--- src/rtl/multichannel_distortion_core_if.sv ---
// Bus bundle for multichannel_distortion_core: register port, input sample stream
// and output sample stream. The core connects through the slave modport.
interface multichannel_distortion_core_if #(
  parameter int DATA_W = 24,
  parameter int CH_W   = 1
);
  logic              cfg_write;
  logic              cfg_read;
  logic [4:0]        cfg_address;
  logic [31:0]       cfg_writedata;
  logic [31:0]       cfg_readdata;
  logic              s_valid;
  logic              s_ready;
  logic [DATA_W-1:0] s_data;
  logic [CH_W-1:0]   s_chan;
  logic              m_valid;
  logic              m_ready;
  logic [DATA_W-1:0] m_data;
  logic [CH_W-1:0]   m_chan;

  modport master (
    output cfg_write, cfg_read, cfg_address, cfg_writedata,
    output s_valid, s_data, s_chan, m_ready,
    input  cfg_readdata, s_ready, m_valid, m_data, m_chan
  );

  modport slave (
    input  cfg_write, cfg_read, cfg_address, cfg_writedata,
    input  s_valid, s_data, s_chan, m_ready,
    output cfg_readdata, s_ready, m_valid, m_data, m_chan
  );
endinterface

--- src/rtl/multichannel_distortion_core.sv ---
// Multi-channel gain + hard/soft clip with per-channel bypass and an output FIFO.
// Optional build macro CLIP_COUNTER_EN adds a clipped-sample counter at word 0x1F.
//
// state | meaning
// IDLE  | waiting for a sample; s_ready while ENABLE and FIFO has room
// MULT  | product of latched sample and gain, Q8.8 rescaled
// CLIP  | threshold clamp / soft knee, then saturation to DATA_W
// PUSH  | write {chan, y} into the output FIFO
module multichannel_distortion_core #(
  parameter int DATA_W     = 24,
  parameter int CHANNELS   = 2,
  parameter int FIFO_DEPTH = 8
) (
  input  logic clk_500,
  input  logic reset,
  multichannel_distortion_core_if.slave bus
);
  localparam int CH_W = (CHANNELS > 1) ? $clog2(CHANNELS) : 1;
  localparam int AW   = $clog2(FIFO_DEPTH);
  localparam int CW   = AW + 1;
  localparam int PW   = DATA_W + 17;
  localparam logic [CW-1:0] DEPTH_C = CW'(FIFO_DEPTH);
  localparam logic signed [PW-1:0] SAT_MAX = {{(PW-DATA_W+1){1'b0}}, {(DATA_W-1){1'b1}}};
  localparam logic signed [PW-1:0] SAT_MIN = {{(PW-DATA_W+1){1'b1}}, {(DATA_W-1){1'b0}}};

  typedef enum logic [1:0] {IDLE, MULT, CLIP, PUSH} state_t;

  state_t state_q, state_d;
  logic   s_ready_q, s_ready_d;

  logic                enable_q, enable_d, mode_q, clip_q;
  logic [CHANNELS-1:0] bypass_q;
  logic [15:0]         gain_q   [CHANNELS];
  logic [DATA_W-2:0]   thresh_q [CHANNELS];
  logic [31:0]         rdata_q, rd_val;

  logic [DATA_W-1:0]        sample_q;
  logic [CH_W-1:0]          chan_q, chan_sel;
  logic [15:0]              gain_l_q;
  logic [DATA_W-2:0]        thresh_l_q;
  logic                     byp_l_q, mode_l_q;
  logic signed [PW-1:0]     prod_q, prod_d, s_ext, g_ext;
  logic signed [PW-1:0]     t_w, mag_w, lim_w, val_w;
  logic [DATA_W-1:0]        y_q, y_d;
  logic                     clip_flag, clip_evt;

  logic [DATA_W-1:0] mem_data_q [FIFO_DEPTH];
  logic [CH_W-1:0]   mem_chan_q [FIFO_DEPTH];
  logic [AW-1:0]     wr_ptr_q, rd_ptr_q;
  logic [CW-1:0]     count_q, count_d;
  logic              push, pop, hs;

  logic       wr_ctrl, wr_stat, ch_hit;
  logic [4:0] off;
  logic       unused_wdata;

`ifdef CLIP_COUNTER_EN
  logic [15:0] clip_cnt_q;
`endif

  assign unused_wdata = ^bus.cfg_writedata;

  assign wr_ctrl = bus.cfg_write && (bus.cfg_address == 5'h00);
  assign wr_stat = bus.cfg_write && (bus.cfg_address == 5'h01);
  assign off     = bus.cfg_address - 5'd2;
  assign ch_hit  = (bus.cfg_address >= 5'd2) && (int'(off[4:1]) < CHANNELS);
  assign enable_d = wr_ctrl ? bus.cfg_writedata[0] : enable_q;

  // Out-of-range channel tags fold onto channel 0.
  assign chan_sel = (int'(bus.s_chan) < CHANNELS) ? bus.s_chan : '0;
  assign hs       = (state_q == IDLE) && bus.s_valid && s_ready_q;

  assign push    = (state_q == PUSH);
  assign pop     = bus.m_ready && (count_q != '0);
  assign count_d = count_q + {{(CW-1){1'b0}}, push} - {{(CW-1){1'b0}}, pop};

  always_comb begin
    state_d = state_q;
    case (state_q)
      IDLE: if (hs) state_d = MULT;
      MULT: state_d = CLIP;
      CLIP: state_d = PUSH;
      PUSH: state_d = IDLE;
      default: state_d = IDLE;
    endcase
  end

  // s_ready is registered but computed from next-cycle values, so it tracks fill and ENABLE exactly.
  assign s_ready_d = (state_d == IDLE) && enable_d && (count_d < DEPTH_C);

  always_comb begin
    s_ext  = {{(PW-DATA_W){sample_q[DATA_W-1]}}, sample_q};
    g_ext  = {{(PW-16){1'b0}}, gain_l_q};
    prod_d = (s_ext * g_ext) >>> 8;
  end

  always_comb begin
    t_w       = {{(PW-DATA_W+1){1'b0}}, thresh_l_q};
    mag_w     = prod_q[PW-1] ? -prod_q : prod_q;
    lim_w     = t_w;
    val_w     = prod_q;
    clip_flag = 1'b0;
    if (mag_w > t_w) begin
      clip_flag = 1'b1;
      if (mode_l_q) lim_w = t_w + ((mag_w - t_w) >>> 2);
      val_w = prod_q[PW-1] ? -lim_w : lim_w;
    end
    y_d = val_w[DATA_W-1:0];
    if (val_w > SAT_MAX) begin
      y_d       = SAT_MAX[DATA_W-1:0];
      clip_flag = 1'b1;
    end else if (val_w < SAT_MIN) begin
      y_d       = SAT_MIN[DATA_W-1:0];
      clip_flag = 1'b1;
    end
    if (byp_l_q) begin
      y_d       = sample_q;
      clip_flag = 1'b0;
    end
  end

  assign clip_evt = (state_q == CLIP) && clip_flag;

  always_ff @(posedge clk_500 or negedge reset) begin
    if (!reset) begin
      state_q    <= IDLE;
      s_ready_q  <= 1'b0;
      sample_q   <= '0;
      chan_q     <= '0;
      gain_l_q   <= '0;
      thresh_l_q <= '0;
      byp_l_q    <= 1'b0;
      mode_l_q   <= 1'b0;
      prod_q     <= '0;
      y_q        <= '0;
    end else begin
      state_q   <= state_d;
      s_ready_q <= s_ready_d;
      case (state_q)
        IDLE: if (hs) begin
          sample_q   <= bus.s_data;
          chan_q     <= chan_sel;
          gain_l_q   <= gain_q[chan_sel];
          thresh_l_q <= thresh_q[chan_sel];
          byp_l_q    <= bypass_q[chan_sel];
          mode_l_q   <= mode_q;
        end
        MULT: prod_q <= prod_d;
        CLIP: y_q    <= y_d;
        default: ;
      endcase
    end
  end

  always_comb begin
    rd_val = '0;
    case (bus.cfg_address)
      5'h00: begin
        rd_val[0]             = enable_q;
        rd_val[1]             = mode_q;
        rd_val[8 +: CHANNELS] = bypass_q;
      end
      5'h01: begin
        rd_val[0]       = (count_q == '0);
        rd_val[1]       = (count_q == DEPTH_C);
        rd_val[2]       = clip_q;
        rd_val[8 +: CW] = count_q;
      end
`ifdef CLIP_COUNTER_EN
      5'h1F: rd_val[15:0] = clip_cnt_q;
`endif
      default: begin
        for (int c = 0; c < CHANNELS; c++) begin
          if (ch_hit && (int'(off[4:1]) == c)) begin
            if (off[0]) rd_val[DATA_W-2:0] = thresh_q[c];
            else        rd_val[15:0]       = gain_q[c];
          end
        end
      end
    endcase
  end

  always_ff @(posedge clk_500 or negedge reset) begin
    if (!reset) begin
      enable_q <= 1'b0;
      mode_q   <= 1'b0;
      bypass_q <= '0;
      clip_q   <= 1'b0;
      rdata_q  <= '0;
      for (int c = 0; c < CHANNELS; c++) begin
        gain_q[c]   <= 16'h0100;
        thresh_q[c] <= '1;
      end
    end else begin
      enable_q <= enable_d;
      if (wr_ctrl) begin
        mode_q   <= bus.cfg_writedata[1];
        bypass_q <= bus.cfg_writedata[8 +: CHANNELS];
      end
      // A clip on the same edge as a write-1-clear keeps the flag set.
      if (clip_evt)                               clip_q <= 1'b1;
      else if (wr_stat && bus.cfg_writedata[2])   clip_q <= 1'b0;
      for (int c = 0; c < CHANNELS; c++) begin
        if (bus.cfg_write && ch_hit && (int'(off[4:1]) == c)) begin
          if (off[0]) thresh_q[c] <= bus.cfg_writedata[DATA_W-2:0];
          else        gain_q[c]   <= bus.cfg_writedata[15:0];
        end
      end
      if (bus.cfg_read) rdata_q <= rd_val;
    end
  end

`ifdef CLIP_COUNTER_EN
  always_ff @(posedge clk_500 or negedge reset) begin
    if (!reset)                                              clip_cnt_q <= '0;
    else if (bus.cfg_write && (bus.cfg_address == 5'h1F))    clip_cnt_q <= '0;
    else if (clip_evt && (clip_cnt_q != 16'hFFFF))           clip_cnt_q <= clip_cnt_q + 16'd1;
  end
`endif

  always_ff @(posedge clk_500 or negedge reset) begin
    if (!reset) begin
      wr_ptr_q <= '0;
      rd_ptr_q <= '0;
      count_q  <= '0;
      for (int i = 0; i < FIFO_DEPTH; i++) begin
        mem_data_q[i] <= '0;
        mem_chan_q[i] <= '0;
      end
    end else begin
      count_q <= count_d;
      if (push) begin
        mem_data_q[wr_ptr_q] <= y_q;
        mem_chan_q[wr_ptr_q] <= chan_q;
        wr_ptr_q             <= wr_ptr_q + 1'b1;
      end
      if (pop) rd_ptr_q <= rd_ptr_q + 1'b1;
    end
  end

  assign bus.s_ready      = s_ready_q;
  assign bus.cfg_readdata = rdata_q;
  assign bus.m_valid      = (count_q != '0);
  assign bus.m_data       = mem_data_q[rd_ptr_q];
  assign bus.m_chan       = mem_chan_q[rd_ptr_q];
endmodule

--- src/flat_wrapper.sv ---
// flat-port wrapper written by rule: the top's interface ports become plain ports
module multichannel_distortion_core_flat 
#(
  parameter int DATA_W     = 24,
  parameter int CHANNELS   = 2,
  parameter int FIFO_DEPTH = 8
)
  (clk_500, reset, bus_cfg_write, bus_cfg_read, bus_cfg_address, bus_cfg_writedata, bus_s_valid, bus_s_data, bus_s_chan, bus_m_ready, bus_cfg_readdata, bus_s_ready, bus_m_valid, bus_m_data, bus_m_chan);
  multichannel_distortion_core_if #(.DATA_W(DATA_W), .CH_W(1)) bus_i ();
  input  logic clk_500;
  input  logic reset;
  input wire logic [$bits(bus_i.cfg_write)-1:0] bus_cfg_write;
  input wire logic [$bits(bus_i.cfg_read)-1:0] bus_cfg_read;
  input wire logic [$bits(bus_i.cfg_address)-1:0] bus_cfg_address;
  input wire logic [$bits(bus_i.cfg_writedata)-1:0] bus_cfg_writedata;
  input wire logic [$bits(bus_i.s_valid)-1:0] bus_s_valid;
  input wire logic [$bits(bus_i.s_data)-1:0] bus_s_data;
  input wire logic [$bits(bus_i.s_chan)-1:0] bus_s_chan;
  input wire logic [$bits(bus_i.m_ready)-1:0] bus_m_ready;
  output wire logic [$bits(bus_i.cfg_readdata)-1:0] bus_cfg_readdata;
  output wire logic [$bits(bus_i.s_ready)-1:0] bus_s_ready;
  output wire logic [$bits(bus_i.m_valid)-1:0] bus_m_valid;
  output wire logic [$bits(bus_i.m_data)-1:0] bus_m_data;
  output wire logic [$bits(bus_i.m_chan)-1:0] bus_m_chan;
  assign bus_i.cfg_write = bus_cfg_write;
  assign bus_i.cfg_read = bus_cfg_read;
  assign bus_i.cfg_address = bus_cfg_address;
  assign bus_i.cfg_writedata = bus_cfg_writedata;
  assign bus_i.s_valid = bus_s_valid;
  assign bus_i.s_data = bus_s_data;
  assign bus_i.s_chan = bus_s_chan;
  assign bus_i.m_ready = bus_m_ready;
  assign bus_cfg_readdata = bus_i.cfg_readdata;
  assign bus_s_ready = bus_i.s_ready;
  assign bus_m_valid = bus_i.m_valid;
  assign bus_m_data = bus_i.m_data;
  assign bus_m_chan = bus_i.m_chan;
  multichannel_distortion_core #(.DATA_W(DATA_W), .CHANNELS(CHANNELS), .FIFO_DEPTH(FIFO_DEPTH)) u_core (.clk_500(clk_500), .reset(reset), .bus(bus_i));
endmodule
--- config.mk ---
export PLATFORM = sky130hd
export DESIGN_NAME = multichannel_distortion_core_flat
export DESIGN_NICKNAME = d
export VERILOG_FILES = /design/src/rtl/multichannel_distortion_core_if.sv /design/src/rtl/multichannel_distortion_core.sv /design/src/flat_wrapper.sv
export SDC_FILE = /design/constraint.sdc
export NUM_CORES = 2
export LEC_CHECK = 0
export ABC_CLOCK_PERIOD_IN_PS = 9400
export CAP_MARGIN = 20
export CORE_MARGIN = 5
export CORE_UTILIZATION = 35
export CTS_CLUSTER_DIAMETER = 50
export DETAILED_ROUTE_END_ITERATION = 10
export PLACE_DENSITY_LB_ADDON = 0.2
export RECOVER_POWER = 50
export SYNTH_ARGS = -nofsm -noshare
export SYNTH_HDL_FRONTEND = slang
export SYNTH_SLANG_ARGS = --single-unit
--- constraint.sdc ---
create_clock -name clk_500 -period 9.4 [get_ports clk_500]
set_input_delay 2.35 -clock clk_500 [delete_from_list [all_inputs] [get_ports clk_500]]
set_output_delay 2.35 -clock clk_500 [all_outputs]
set_load 0.03 [all_outputs]
==> Word-level counts from Yosys, hierarchy flattened <==
Cells that the tools add are included.
{ "word_totals": {"reg_bits": 442, "in_bits": 68, "out_inout_bits": 59, "word_cells": 147} }
{ "classes": {"add_sub_neg": 9, "n_mul": 1, "magnitude_cmp": 11, "n_eq_ne": 6, "mux": 49, "n_bitwise": 4, "n_reduce_logical": 29} }
{ "op_table": {"columns": ["cell", "count"], "rows": [
  ["$mux W41", 5],
  ["$bwmux W192", 1],
  ["$mux W24", 6],
  ["$mux W23", 5],
  ["$mux W16", 5],
  ["$bmux W24 S3", 1],
  ["$demux W24 S3", 1],
  ["$gt A41 B24 Y1", 1],
  ["$gt A41 B24 Y1 const B", 1],
  ["$lt A41 B24 Y1 const B", 1],
  ["$mul A24 B17 Y41", 1],
  ["$neg A33 Y41", 1],
  ["$neg A41 Y41", 1],
  ["$sub A41 B24 Y41", 1],
  ["$add A24 B39 Y40", 1],
  ["$logic_and A1 B1 Y1", 16],
  ["$mux W7", 2],
  ["$mux W1", 12],
  ["$pmux W2 S2", 3],
  ["$mux W11", 1],
  ["$reduce_and A2 Y1", 5],
  ["$bwmux W8", 1],
  ["$ge A4 B4 Y1 const B", 2],
  ["$logic_not A4 Y1", 2],
  ["other kinds (29)", 33]
]} }

==> Longest topological paths before layout <==
{ "logic_depth": {"ltp_word": 15, "ltp_mapped": 40, "mapped_depth_nobuf": 37} }

==> Worst setup path after synthesis <==
OpenSTA, ideal clock, no wires.
{ "synth_path": {"path_type": "reg2reg", "startpoint": "register u_core.prod_q[32] (netlist name)", "endpoint": "register u_core.y_q[15]", "setup_time_ns": 0.077, "t_arrival_ns": 8.091, "required_time_ns": 9.323, "path_slack_ns": 1.231, "path_stages_with_launch": 40, "n_path_buf": 7, "synth_period_minus_slack_ns": 8.169, "path_cell_list": "dfrtp_1 clkbuf_1 clkbuf_1 clkbuf_1 clkbuf_1 buf_1 o21ai_0 ha_1 nor2b_1 o31ai_1 a211o_1 nand2_1 a21oi_1 nor2b_1 o21a_1 nor2_1 nor2b_1 o21a_1 [... 4 more ...] ha_1 clkbuf_1 a21oi_1 and2_1 o21ai_0 o21ai_1 a2bb2oi_1 a31oi_1 mux2i_1 mux2_2 nand3_1 o41ai_1 xnor2_1 o21ai_0 o31ai_4 buf_6 o211ai_1 a21oi_1"} }
{ "synth_via": {"elab_chain_len": 13, "word_cells_on_any_way": 15, "cone_classes": "4 x add/sub; 3 x order compare; 8 x mux"} }
{ "synth_lines": {"columns": ["element", "line", "rtl"], "rows": [
  ["$neg A33 Y41", "multichannel_distortion_core.sv:99", "mag_w = prod_q[PW-1] ? -prod_q : prod_q;"],
  ["$mux W41", "multichannel_distortion_core.sv:99", null],
  ["$sub A41 B24 Y41", "multichannel_distortion_core.sv:105", "if (mode_l_q) lim_w = t_w + ((mag_w - t_w) >>> 2);"],
  ["$add A24 B39 Y40", "multichannel_distortion_core.sv:105", null],
  ["$mux W41", "multichannel_distortion_core.sv:105", null],
  ["$mux W41", "multichannel_distortion_core.sv:103", "if (mag_w > t_w) begin"],
  ["$neg A41 Y41", "multichannel_distortion_core.sv:106", "val_w = prod_q[PW-1] ? -lim_w : lim_w;"],
  ["$mux W41", "multichannel_distortion_core.sv:106", null],
  ["$mux W41 *", "multichannel_distortion_core.sv:103", null],
  ["$lt A41 B24 Y1", "multichannel_distortion_core.sv:112", "end else if (val_w < SAT_MIN) begin"],
  ["$mux W24", "multichannel_distortion_core.sv:112", null],
  ["$mux W24 *", "multichannel_distortion_core.sv:109", "if (val_w > SAT_MAX) begin"],
  ["$mux W24 *", "multichannel_distortion_core.sv:116", "if (byp_l_q) begin"],
  ["end signal: assignment", "multichannel_distortion_core.sv:149", "CLIP: y_q <= y_d;"],
  ["end: declaration", "multichannel_distortion_core.sv:44", "logic [DATA_W-1:0] y_q, y_d;"]
]} }
Mark *: on every way between the ends. The rest lies on a longest branch, timed or not. The select of a mux whose other input is x is not followed.
A chain may end at the register's enable or synchronous reset.

==> Worst setup path in the final report <==
{ "layout_path": {"startpoint": "register u_core.prod_q[18]", "endpoint": "register u_core.clip_q"} }
{ "layout_via": {"elab_chain_len": 15, "word_cells_on_any_way": 19, "cone_classes": "4 x add/sub; 3 x order compare; 10 x mux; 2 x reduce/logical"} }
{ "layout_lines": {"columns": ["element", "line", "rtl"], "rows": [
  ["start: declaration", "multichannel_distortion_core.sv:42", "logic signed [PW-1:0] prod_q, prod_d, s_ext, g_ext;"],
  ["start signal: assignment", "multichannel_distortion_core.sv:148", "MULT: prod_q <= prod_d;"],
  ["$neg A33 Y41", "multichannel_distortion_core.sv:99", null],
  ["$mux W41", "multichannel_distortion_core.sv:99", null],
  ["$sub A41 B24 Y41", "multichannel_distortion_core.sv:105", null],
  ["$add A24 B39 Y40", "multichannel_distortion_core.sv:105", null],
  ["$mux W41", "multichannel_distortion_core.sv:105", null],
  ["$mux W41", "multichannel_distortion_core.sv:103", null],
  ["$neg A41 Y41", "multichannel_distortion_core.sv:106", null],
  ["$mux W41", "multichannel_distortion_core.sv:106", null],
  ["$mux W41", "multichannel_distortion_core.sv:103", null],
  ["$lt A41 B24 Y1", "multichannel_distortion_core.sv:112", null],
  ["$mux W1", "multichannel_distortion_core.sv:112", null],
  ["$mux W1 *", "multichannel_distortion_core.sv:109", null],
  ["$mux W1 *", "multichannel_distortion_core.sv:116", null],
  ["$logic_and A1 B1 Y1 *", "multichannel_distortion_core.sv:122", "assign clip_evt = (state_q == CLIP) && clip_flag;"],
  ["$mux W1 or $reduce_bool A2 Y1 (tied branches)", null, null],
  ["end signal: assignment", "multichannel_distortion_core.sv:188", "clip_q <= 1'b0;"],
  ["end signal: assignment", "multichannel_distortion_core.sv:201", "if (clip_evt) clip_q <= 1'b1;"],
  ["end signal: assignment", "multichannel_distortion_core.sv:202", "else if (wr_stat && bus.cfg_writedata[2]) clip_q <= 1'b0;"],
  ["end: declaration", "multichannel_distortion_core.sv:31", "logic enable_q, enable_d, mode_q, clip_q;"]
]} }
Marked as above.

==> results.ini <==
[final_layout]
drive_gt1_frac=0.179
fillers=10483
fin_nets=4277
synthToLayoutAreaGrowth_pct=12.7
final_cell_mix=inv_1, dfrtp_1, nand2_1
layout_commonest_cell=inv_1
diodes=0

[sta]
period_minus_slack_ps=8510
setup_viol=0
hold_viol=0
worst_slew_pin_slew_ps=5050
rsz0062_at_grt=false
fin_crit_sh=0.906
slew-limit-headroom=-2.37
skew_ps=20.6
finalSetupTns_ps=0
slew_viol_final=421
max_freq_mhz=117

[logic_synthesis]
synth_edf_count=0
ys_types=81
syn_inst=3606
yosys_warnings=0
synth.avg_cell_area_um2=10.5
synth_area_um2=37800
synth_seq_cells=442
synth-main-ff-cell=dfrtp_1
synth-seq-area-share=0.294
synthArstFlopShare=1.00

[worst_setup_path]
arrival_ps=9050
crit_required_ps=9930
timing.rr.start=u_core.prod_q[18]
max_stage_delay_ps=710
critPathLaunchType=flip-flop
critical_path_class=reg -> reg
crit_start=u_core.prod_q[18]
crit_fanout=9
cp_slowest_cell=nor4_2
critPathCaptureType=flip-flop

[global_routing]
grt_overflow=0
antenna_found_initial=0
grt_pass1_vias=27734
grt_pass1_wl_um=164000
grt_use_total=0.180
grt_max_degree=181

[status]
outcome=finished, violations left
violations=max-capacitance violations, max-slew violations

[clock_network]
post-cts-setup-buffers=0
clock_latency_ps=660
tritoncts=built
cts_buffers=61
clock_sinks=442
cts.clk_slew.worst_paths_ps=60
clk_path_buf_depth=3
ctsHoldBuffers=0
postCtsResizedCells=0
ctsHtreeMaxLevel=2
cts-root-buf=clkbuf_16

[floorplanning]
initial_core_util=0.353
die_w_um=338
num_io_pins=127
fp-row-count=120
die_y_um=338
die-area_um2=115000
core_area_um2=107000

[drt]
first_iter_violations=1577
ant_nets=0
vias_per_cell=5.11
vias=26178
drc=0
wl_per_cell_um=20.0
dr.pass1.iters=5
wl_um=103000

[min_path]
holdCritStartpoint=u_core.clip_q
worstHoldPathType=reg -> reg

[place]
gp_congestion=0.863
hpwl_um=75700
io_buffers=108

[flow_run]
maxCapViolations=11

layer usage:
metal  routed length [um]  track usage  up-vias
met1                48700        0.258    13395
met3                 4390       0.0252      123
met4                 2600       0.0451        0
li1                     -            -    12174
met2                46900        0.290      486
met5                    0            0        -
synthesized netlist by cell type (all sizes together) (24+ instances only):
cell	n	area (um^2)
nand3	33	165
nand2	385	1450
o31ai	28	224
mux2	369	4160
nand4	25	171
nor2	81	304
a21oi	98	490
xor2	32	280
fa	377	7550
o21ai	135	676
and2	173	1080
o21a	32	240
buf	25	141
xnor2	88	771
clkbuf	159	597
ha	162	2030
nor3	33	165
dfrtp	394	9860
dfstp	48	1260
nand3b	24	180
inv	481	1810
mux4	50	1130
mux2i	79	791
sequential cells by signal, indices dropped and copies added, names as in the netlist, 16 cells and up:
register / cells
u_core.bus.cfg_readdata: 23
u_core.gain_l_q: 16
u_core.prod_q: 33
u_core.y_q: 24
u_core.thresh_l_q: 23
u_core.thresh_q: 46
u_core.mem_data_q: 192
u_core.gain_q: 32
u_core.sample_q: 24
layout make-up:
class	count	area [um^2]	share of cell area
Multi-Input combinational cell	2507	24200	0.568
Sequential cell	442	11100	0.262
Inverter	481	1810	0.0424
Tap cell	1403	1760	0.0412
Clock buffer	82	1720	0.0403
Timing Repair Buffer	177	1570	0.0370
Clock inverter	34	427	0.0100
critical path: cells and delay by family, from the launching register on:
family / cells / cell delay, ps
xor+xnor: 3 / 560
simple gates: 9 / 2890
fa+ha+maj: 2 / 750
compound gates: 10 / 3090
mux: 2 / 600
flops: 1 / 490
through the flow:
step	worst slack [ps]	cells	hold slack, ps	util	instance area [um^2]
2_1_floorplan	1230	3614	450	-	37800
3_3_place_gp	960	5009	462	0.378	40500
3_5_place_dp	875	5009	467	0.378	40500
4_1_cts	785	5125	480	0.398	42600
5_1_grt	246	5126	506	0.398	42600
6_report	886	5126	478	0.398	42600
worst paths after layout:
kind	to	slack, ps	depth (start not counted)
worst max-delay path	u_core.clip_q	890	26
min in group asynchronous	u_core.sample_q[4]	1710	1
worst min-delay path	u_core.clip_q	480	1
worst max register to register	u_core.clip_q	890	26
max in group asynchronous	u_core.mem_data_q[142]	2070	2
worst min register to register	u_core.clip_q	480	1
cell families (layout without fill, tap and decap cells):
family,count (synthesis),after routing,share of synthesized area
AO/OA/AOI/OAI,471,471,0.0812
XOR/XNOR,120,120,0.0278
adder cells (fa/ha/maj),539,539,0.254
buffers and inverters,665,774,0.0674
flip-flops,442,442,0.294
multiplexers,498,498,0.161
other,1,9,0.0000993
AND/OR/NAND/NOR,870,870,0.115
Power is not shown: default switching activity piles up to over one toggle a cycle in this logic, so the estimate is an artifact.
